--- src/rtl/pcie_tx_cmd_fifo_v2_if.sv ---
// rtl/pcie_tx_cmd_fifo_v2_if.sv - write/read/status bundle of the TX command FIFO
// PCIE_TX_CMD_FIFO_PARITY_EN adds the par_err status line.
interface pcie_tx_cmd_fifo_v2_if #(
    parameter int P_DATA_WIDTH  = 46,
    parameter int P_DEPTH_WIDTH = 5
);
    logic                     wr_en;
    logic [P_DATA_WIDTH-1:0]  wr_data;
    logic                     full_n;
    logic                     almost_full_n;
    logic                     rd_en;
    logic [P_DATA_WIDTH-1:0]  rd_data;
    logic                     empty_n;
    logic [P_DEPTH_WIDTH:0]   level;
    logic                     err_clr;
    logic                     ovf_err;
    logic                     udf_err;
`ifdef PCIE_TX_CMD_FIFO_PARITY_EN
    logic                     par_err;

    modport slave (
        input  wr_en, wr_data, rd_en, err_clr,
        output full_n, almost_full_n, rd_data, empty_n, level, ovf_err, udf_err, par_err
    );
    modport master (
        output wr_en, wr_data, rd_en, err_clr,
        input  full_n, almost_full_n, rd_data, empty_n, level, ovf_err, udf_err, par_err
    );
`else
    modport slave (
        input  wr_en, wr_data, rd_en, err_clr,
        output full_n, almost_full_n, rd_data, empty_n, level, ovf_err, udf_err
    );
    modport master (
        output wr_en, wr_data, rd_en, err_clr,
        input  full_n, almost_full_n, rd_data, empty_n, level, ovf_err, udf_err
    );
`endif
endinterface

--- src/rtl/pcie_tx_cmd_fifo_v2.sv ---
// rtl/pcie_tx_cmd_fifo_v2.sv - show-ahead TX command FIFO with unit-granular full/empty
// Optional per-word parity checking is enabled by PCIE_TX_CMD_FIFO_PARITY_EN.
module pcie_tx_cmd_fifo_v2 #(
    parameter int P_DATA_WIDTH   = 46,
    parameter int P_DEPTH_WIDTH  = 5,
    parameter int P_ALLOC_WIDTH  = 1,
    parameter int P_AFULL_THRESH = 24
) (
    input  logic                   clk,
    input  logic                   rst_n,
    pcie_tx_cmd_fifo_v2_if.slave   fifo_if
);
    localparam int DW    = P_DEPTH_WIDTH;
    localparam int AW    = P_ALLOC_WIDTH;
    localparam int DEPTH = 1 << DW;
`ifdef PCIE_TX_CMD_FIFO_PARITY_EN
    localparam int RW    = P_DATA_WIDTH + 1;
`else
    localparam int RW    = P_DATA_WIDTH;
`endif
    localparam logic [DW:0] PTR_ONE  = (DW+1)'(1);
    localparam logic [DW:0] AFULL_TH = (DW+1)'(P_AFULL_THRESH);

    logic [DW:0]   front_q, front_d;
    logic [DW:0]   front_p1_q, front_p1_d;
    logic [DW:0]   rear_q, rear_d;
    logic [DW:0]   rear_dly_q, rear_dly_d;
    logic          ovf_err_q, ovf_err_d;
    logic          udf_err_q, udf_err_d;

    logic [RW-1:0] mem_q [DEPTH];
    logic [RW-1:0] rd_word_q;
    logic [RW-1:0] wr_word;
    logic [DW-1:0] rd_addr;

    logic          full_n;
    logic          empty_n;
    logic          wr_acc;
    logic          rd_acc;
    logic [DW:0]   level;

    // Full uses the live rear pointer; empty uses the delayed one so a word is
    // only presented once the registered RAM read has picked it up.
    always_comb begin
        full_n  = ~((rear_q[DW] ^ front_q[DW]) & (rear_q[DW-1:AW] == front_q[DW-1:AW]));
        empty_n = (front_q[DW:AW] != rear_dly_q[DW:AW]);
        wr_acc  = fifo_if.wr_en & full_n;
        rd_acc  = fifo_if.rd_en & empty_n;
        level   = rear_q - front_q;

        rear_d     = wr_acc ? rear_q + PTR_ONE : rear_q;
        rear_dly_d = rear_q;
        front_d    = rd_acc ? front_p1_q : front_q;
        front_p1_d = rd_acc ? front_p1_q + PTR_ONE : front_p1_q;
        rd_addr    = rd_acc ? front_p1_q[DW-1:0] : front_q[DW-1:0];

        ovf_err_d = ovf_err_q | (fifo_if.wr_en & ~full_n);
        udf_err_d = udf_err_q | (fifo_if.rd_en & ~empty_n);
        if (fifo_if.err_clr) begin
            ovf_err_d = 1'b0;
            udf_err_d = 1'b0;
        end
    end

`ifdef PCIE_TX_CMD_FIFO_PARITY_EN
    logic par_err_q, par_err_d;

    always_comb begin
        wr_word   = {^fifo_if.wr_data, fifo_if.wr_data};
        par_err_d = par_err_q
                  | (rd_acc & ((^rd_word_q[P_DATA_WIDTH-1:0]) != rd_word_q[RW-1]));
        if (fifo_if.err_clr) begin
            par_err_d = 1'b0;
        end
    end

    always_ff @(posedge clk or negedge rst_n) begin
        if (!rst_n) begin
            par_err_q <= 1'b0;
        end else begin
            par_err_q <= par_err_d;
        end
    end

    assign fifo_if.par_err = par_err_q;
`else
    always_comb begin
        wr_word = fifo_if.wr_data;
    end
`endif

    always_ff @(posedge clk or negedge rst_n) begin
        if (!rst_n) begin
            front_q    <= '0;
            front_p1_q <= PTR_ONE;
            rear_q     <= '0;
            rear_dly_q <= '0;
            ovf_err_q  <= 1'b0;
            udf_err_q  <= 1'b0;
        end else begin
            front_q    <= front_d;
            front_p1_q <= front_p1_d;
            rear_q     <= rear_d;
            rear_dly_q <= rear_dly_d;
            ovf_err_q  <= ovf_err_d;
            udf_err_q  <= udf_err_d;
        end
    end

    // Plain synchronous RAM with registered read; no reset so it maps to block RAM.
    always_ff @(posedge clk) begin
        if (wr_acc) begin
            mem_q[rear_q[DW-1:0]] <= wr_word;
        end
        rd_word_q <= mem_q[rd_addr];
    end

    assign fifo_if.full_n        = full_n;
    assign fifo_if.almost_full_n = (level < AFULL_TH);
    assign fifo_if.empty_n       = empty_n;
    assign fifo_if.level         = level;
    assign fifo_if.rd_data       = rd_word_q[P_DATA_WIDTH-1:0];
    assign fifo_if.ovf_err       = ovf_err_q;
    assign fifo_if.udf_err       = udf_err_q;
endmodule

--- src/flat_wrapper.sv ---
// flat-port wrapper written by rule: the top's interface ports become plain ports
module pcie_tx_cmd_fifo_v2_flat 
#(
    parameter int P_DATA_WIDTH   = 46,
    parameter int P_DEPTH_WIDTH  = 5,
    parameter int P_ALLOC_WIDTH  = 1,
    parameter int P_AFULL_THRESH = 24
)
  (clk, rst_n, fifo_if_wr_en, fifo_if_wr_data, fifo_if_rd_en, fifo_if_err_clr, fifo_if_full_n, fifo_if_almost_full_n, fifo_if_rd_data, fifo_if_empty_n, fifo_if_level, fifo_if_ovf_err, fifo_if_udf_err);
  pcie_tx_cmd_fifo_v2_if #(.P_DATA_WIDTH(P_DATA_WIDTH), .P_DEPTH_WIDTH(P_DEPTH_WIDTH)) fifo_if_i ();
  input  logic clk;
  input  logic rst_n;
  input wire logic [$bits(fifo_if_i.wr_en)-1:0] fifo_if_wr_en;
  input wire logic [$bits(fifo_if_i.wr_data)-1:0] fifo_if_wr_data;
  input wire logic [$bits(fifo_if_i.rd_en)-1:0] fifo_if_rd_en;
  input wire logic [$bits(fifo_if_i.err_clr)-1:0] fifo_if_err_clr;
  output wire logic [$bits(fifo_if_i.full_n)-1:0] fifo_if_full_n;
  output wire logic [$bits(fifo_if_i.almost_full_n)-1:0] fifo_if_almost_full_n;
  output wire logic [$bits(fifo_if_i.rd_data)-1:0] fifo_if_rd_data;
  output wire logic [$bits(fifo_if_i.empty_n)-1:0] fifo_if_empty_n;
  output wire logic [$bits(fifo_if_i.level)-1:0] fifo_if_level;
  output wire logic [$bits(fifo_if_i.ovf_err)-1:0] fifo_if_ovf_err;
  output wire logic [$bits(fifo_if_i.udf_err)-1:0] fifo_if_udf_err;
  assign fifo_if_i.wr_en = fifo_if_wr_en;
  assign fifo_if_i.wr_data = fifo_if_wr_data;
  assign fifo_if_i.rd_en = fifo_if_rd_en;
  assign fifo_if_i.err_clr = fifo_if_err_clr;
  assign fifo_if_full_n = fifo_if_i.full_n;
  assign fifo_if_almost_full_n = fifo_if_i.almost_full_n;
  assign fifo_if_rd_data = fifo_if_i.rd_data;
  assign fifo_if_empty_n = fifo_if_i.empty_n;
  assign fifo_if_level = fifo_if_i.level;
  assign fifo_if_ovf_err = fifo_if_i.ovf_err;
  assign fifo_if_udf_err = fifo_if_i.udf_err;
  pcie_tx_cmd_fifo_v2 #(.P_DATA_WIDTH(P_DATA_WIDTH), .P_DEPTH_WIDTH(P_DEPTH_WIDTH), .P_ALLOC_WIDTH(P_ALLOC_WIDTH), .P_AFULL_THRESH(P_AFULL_THRESH)) u_core (.clk(clk), .rst_n(rst_n), .fifo_if(fifo_if_i));
endmodule
--- config.mk ---
export PLATFORM = sky130hd
export DESIGN_NAME = pcie_tx_cmd_fifo_v2_flat
export DESIGN_NICKNAME = d
export VERILOG_FILES = /design/src/rtl/pcie_tx_cmd_fifo_v2_if.sv /design/src/rtl/pcie_tx_cmd_fifo_v2.sv /design/src/flat_wrapper.sv
export SDC_FILE = /design/constraint.sdc
export NUM_CORES = 2
export LEC_CHECK = 0
export BUFFER_PORTS_ARGS = -buffer_cell sky130_fd_sc_hd__buf_4
export CORE_MARGIN = 2
export CORE_UTILIZATION = 30
export DETAILED_ROUTE_END_ITERATION = 7
export GPL_ROUTABILITY_DRIVEN = 0
export PLACE_DENSITY = 0.51
export SLEW_MARGIN = 5
export SYNTH_ARGS = -nofsm -noshare
export SYNTH_HDL_FRONTEND = slang
export SYNTH_SLANG_ARGS = --single-unit
--- constraint.sdc ---
create_clock -name clk -period 11.3 [get_ports clk]
set_input_delay 2.26 -clock clk [delete_from_list [all_inputs] [get_ports clk]]
set_output_delay 2.26 -clock clk [all_outputs]
set_load 0.01 [all_outputs]
# Yosys cells after proc, flatten, opt, wreduce, memory -nomap -nowiden
# Memories as Yosys holds them, arrays and structs flattened. A register that Yosys moved wholly into a read port is not among the register bits.
# Index checks and enable logic that the tools add are counted.
# word_totals
register_bits	26
latch_bits	0
ramBits	1472
romBits	0
wordCells	28
mem_count	1
# classes
n_addsub	3
multipliers	0
div	0
n_lt_le_gt_ge	1
n_eq_ne	2
shift	0
muxes	5
n_bitwise	10
n_reduce_logical	0
# memory_table
memory	words	width	read_ports	rd_ports_with_merged_regs	write_ports	line_no	text
u_core.mem_q	32	46	1	1	1	pcie_tx_cmd_fifo_v2.sv:31	logic [RW-1:0] mem_q [DEPTH];
# op_table
operator	count
$add A6 B1 Y6 const B	2
$lt A6 B5 Y1 const B	1
$sub A6 B6 Y6	1
$and A1 B1 Y1	5
$mux W5	1
$ne A5 B5 Y1	1
$eq A4 B4 Y1	1
$mux W1	4
$not A1 Y1	2
$or A1 B1 Y1	2
$xor A1 B1 Y1	1

# Logic depth before layout (Yosys ltp)
# logic_depth
depth_word	6
ltp_mapped	12
ltp_nobuf	9

# Worst setup path before layout
# OpenSTA, ideal clock, no wires.
# synth_path
kind	in2reg
startpoint	input fifo_if_wr_en
endpoint	memory u_core.mem_q[23][0] (netlist bit), enable pin
t_arrival_ns	4.802
path_slack_ns	6.048
path_stages	4
path_buffers	1
path_cell_list	and2_1 > clkbuf_1 > nand2_1 > nor2_1
# synth_via
elab_chain_cells	3
# synth_rtl
item	line_no	text
from (decl)	flat_wrapper.sv:13	input wire logic [$bits(fifo_if_i.wr_en)-1:0] fifo_if_wr_en;
$and A1 B1 Y1	pcie_tx_cmd_fifo_v2.sv:47	wr_acc = fifo_if.wr_en & full_n;
$mux W1	pcie_tx_cmd_fifo_v2.sv:112	if (wr_acc) begin
$mux W1 (not written as such)	pcie_tx_cmd_fifo_v2.sv:113	mem_q[rear_q[DW-1:0]] <= wr_word;
to (decl)	pcie_tx_cmd_fifo_v2.sv:31	
# No other way between the ends.

# Final worst setup path
# layout_path
startpoint	input fifo_if_rd_en
endpoint	register u_core.rd_word_q[11] (netlist: u_core.fifo_if.rd_data[11]), read port of u_core.mem_q
# layout_via
elab_chain_cells	2
# layout_rtl
item	line_no	text
from (decl)	flat_wrapper.sv:15	input wire logic [$bits(fifo_if_i.rd_en)-1:0] fifo_if_rd_en;
$and A1 B1 Y1	pcie_tx_cmd_fifo_v2.sv:48	rd_acc = fifo_if.rd_en & empty_n;
$mux W5	pcie_tx_cmd_fifo_v2.sv:55	rd_addr = rd_acc ? front_p1_q[DW-1:0] : front_q[DW-1:0];
to (decl)	pcie_tx_cmd_fifo_v2.sv:32	logic [RW-1:0] rd_word_q;
# No other way between the ends.
# A chain may end at the register's enable or synchronous reset.

==> flow_summary.yaml <==
status:
  status: "finished, final reports clean"
synth:
  synth-edff-count: 1472
  ys_seq_area_share_pct: 56.2
  syn_inst: 6097
  syn_nets: 6159
  yosysUniqueCellTypes: 63
  synth.avg_cell_area_um2: 13.4
  yosysWarnings: 0
  synth.ff_latch_count: 1543
  synth_ff_type: "edfxtp_1"
  synthArstFlopShare_pct: 1.62
  synth_area_um2: 81500
critical_path:
  criticalPathCategory: "primary input to register"
  r2r-end: "u_core.fifo_if.rd_data[14]"
  timing.rr.start: "u_core.front_p1_q[1]"
  r2r_cells: 11
  end_kind: "register"
  crit_path_end: "u_core.fifo_if.rd_data[11]"
  worstPathArrival_ns: 7.22
  critPathMaxFanout: 93
  startpoint: "fifo_if_rd_en"
  startpoint_type: "primary input"
  ff2ff_setup_slack_ns: 5.35
  crit_required_ns: 12.02
placement:
  dp.final_hpwl_mm: 146
  dpl-instance-area_um2: 85700
  dp_worst_setup_slack_ns: 4.06
  port-buffer-count: 107
  dp_cells: 9265
global_routing:
  first_global_vias: 59600
  grt_max_degree: 184
  grt_pass1_wl_mm: 426
  grt_antenna_before_repair: 12
  globalRouteOverflowTotal: 0
  track_usage_pct: 20.7
floorplan:
  die_w_um: 525
  fp.dieArea_um2: 276000
  start_util_pct: 30.1
  chipHeight_um: 525
  core_um2: 271000
  placementRows: 191
  ios: 108
cts:
  cts_resized: 0
  clk_latency_ns: 0.84
  cts-htree-levels: 4
  hold_buffers: 0
  cts_tree: "built"
  clk_pin_slew_ns: 0.06
  numCtsBuffers: 172
  cts_setup_buffers: 0
  root_buffer: "clkbuf_16"
  cts.path.max_buffers: 3
  clock-sinks: 1543
sta:
  timing.final.max_slew_violations: 0
  fin_skew_ns: 0.0383
  tns_ns: 0
  fin_ws_ns: 4.81
  fmax_mhz: 154
  min_period_ns: 6.49
  timing.hold.ws_ns: 0.454
  worst_slew_pin_slew_ns: 1.22
  finalHoldViolations: 0
  setup_viol: 0
  period_share_pct: 57.5
  max-slew-margin-rel_pct: 18.8
  rsz0062_at_grt: "no"
route:
  drc: 0
  num_vias: 60600
  drt_wl_total_mm: 299
  avgViaCountPerCell: 6.32
  antenna_left: 0
  drtPass1Iterations: 6
  drt_iter0_markers: 5765
  wl_per_cell_um: 31.2
power:
  power_density_nw_per_um2: 267
  irDropWorstVdd_mv: 0.258
  total_power_mw: 24.4
  power.leakage_nw: 29.0
final_layout:
  instances_no_fill: 9587
  areaGrowthSynthToFinish_pct: 12.2
  regArea_um2: 45800
  nFillCells: 26300
  multi_input_area_um2: 33400
  utilization_pct: 33.8
  final_area_um2: 91400
  num-nets-final: 5931
  drive_gt1_share_pct: 9.59
worst_hold_path:
  hp-class: "register to register"
  min_from: "u_core.rear_dly_d[5]"
flow_run:
  drv_cap: 0
## worst min-delay path by stage
stage | endpoint | slack, ns | cells past startpoint
after floorplan | u_core.rear_dly_q[2] | 0.38 | 0
after detailed placement | u_core.rear_dly_q[5] | 0.44 | 0
after CTS | u_core.rear_dly_q[5] | 0.45 | 0
after global placement | u_core.rear_dly_q[5] | 0.44 | 0
after global routing | u_core.rear_dly_q[5] | 0.47 | 0
final | u_core.rear_dly_q[5] | 0.45 | 0
## logic make-up (layout without fill, tap and decap cells)
kind of cell / Yosys count / count (layout) / share of synthesized area, %
AND/OR/NAND/NOR: 385 / 385 / 2.93
XOR/XNOR: 18 / 18 / 0.226
multiplexers: 1479 / 1479 / 18.2
AO/OA/AOI/OAI: 2001 / 2001 / 19.0
adder cells (fa/ha/maj): 11 / 11 / 0.178
buffers and inverters: 660 / 578 / 3.32
flip-flops: 1543 / 1543 / 56.2
other: 0 / 2 / 0
## sequential cells by signal, summed over array words and instances (netlist names)
signal,flops
u_core.fifo_if.ovf_err,1
u_core.fifo_if.rd_data,46
u_core.fifo_if.udf_err,1
u_core.front_p1_q,6
u_core.front_q,6
u_core.mem_q,1472
u_core.rear_dly_d,6
u_core.rear_dly_q,5
## per-layer routing
| layer | share of wire (%) | global-route usage (%) | vias up |
|---|---|---|---|
| met4 | 3.4 | 7.32 | 10 |
| li1 | - | - | 25500 |
| met5 | 0.027 | 0 | - |
| met3 | 6.0 | 2.78 | 477 |
| met2 | 48 | 35.1 | 2403 |
| met1 | 42 | 27.0 | 32200 |
## cells in the mapped netlist, types with 4 or more instances
cell	count	area [um2]
buf_1	23	86.3
a221o_1	92	921
o21ai_0	373	1870
o221ai_1	319	2790
dfxtp_1	46	921
o2111ai_1	91	797
xnor2_1	10	87.6
xor2_1	6	52.6
buf_4	16	120
a221oi_1	368	3220
ha_1	10	125
nor2_1	40	150
a2111o_1	92	1040
dfrtp_1	24	601
mux2i_1	1475	14800
buf_6	9	101
nor4_1	45	282
inv_1	12	45.0
nor4b_1	46	403
clkbuf_1	518	1940
nand2b_1	12	75.1
a21oi_1	55	275
nand4_1	189	1180
edfxtp_1	1472	44200
buf_2	81	405
nand3_1	4	20.0
o22ai_1	278	1740
a211o_1	45	394
o22a_1	184	1610
o21a_1	92	691
nand2_1	28	105
## layout by cell type, fill, tap and decap left out, types with 36 or more instances in the layout
| master | count |
|---|---|
| a21oi_1 | 54 |
| mux2i_1 | 1472 |
| o2111ai_1 | 91 |
| a211o_1 | 45 |
| dfxtp_1 | 46 |
| a2111o_1 | 92 |
| nor4_1 | 45 |
| o221ai_1 | 319 |
| a221oi_1 | 368 |
| clkbuf_16 | 173 |
| nor4b_1 | 46 |
| o21ai_0 | 373 |
| o22ai_1 | 278 |
| clkinv_2 | 36 |
| o21a_1 | 92 |
| buf_4 | 227 |
| edfxtp_1 | 1472 |
| o22a_1 | 184 |
| a221o_1 | 92 |
| nand4_1 | 189 |
## report_power, final
group / switching (mW) / internal [mW] / leakage, nW / total [mW]
sequential: 0.486 / 6.78 / 14.0 / 7.27
combinational: 7.33 / 4.07 / 12.3 / 11.4
clock: 2.44 / 3.27 / 2.80 / 5.71
total: 10.3 / 14.1 / 29.0 / 24.4
## cell type report
class                      instances  area share [%]
sequential                      1543            50.1
multi-input combinational       3894            36.5
clock buffer                     231            5.26
tap                             3570            4.89
timing repair buffer             245            2.25
clock inverter                    89           0.931
inverter                          13          0.0534
antenna                            2         0.00548
## critical path, cell delays in order
cell and delay (ns):
buf_8 0.48, buf_4 0.74, buf_4 0.69, buf_4 0.84, buf_4 0.85, o22ai_1 0.18
a221o_1 0.31, o2111ai_1 0.23, o22ai_1 0.15, a211o_1 0.28
Power figures use the tool's default switching activity.
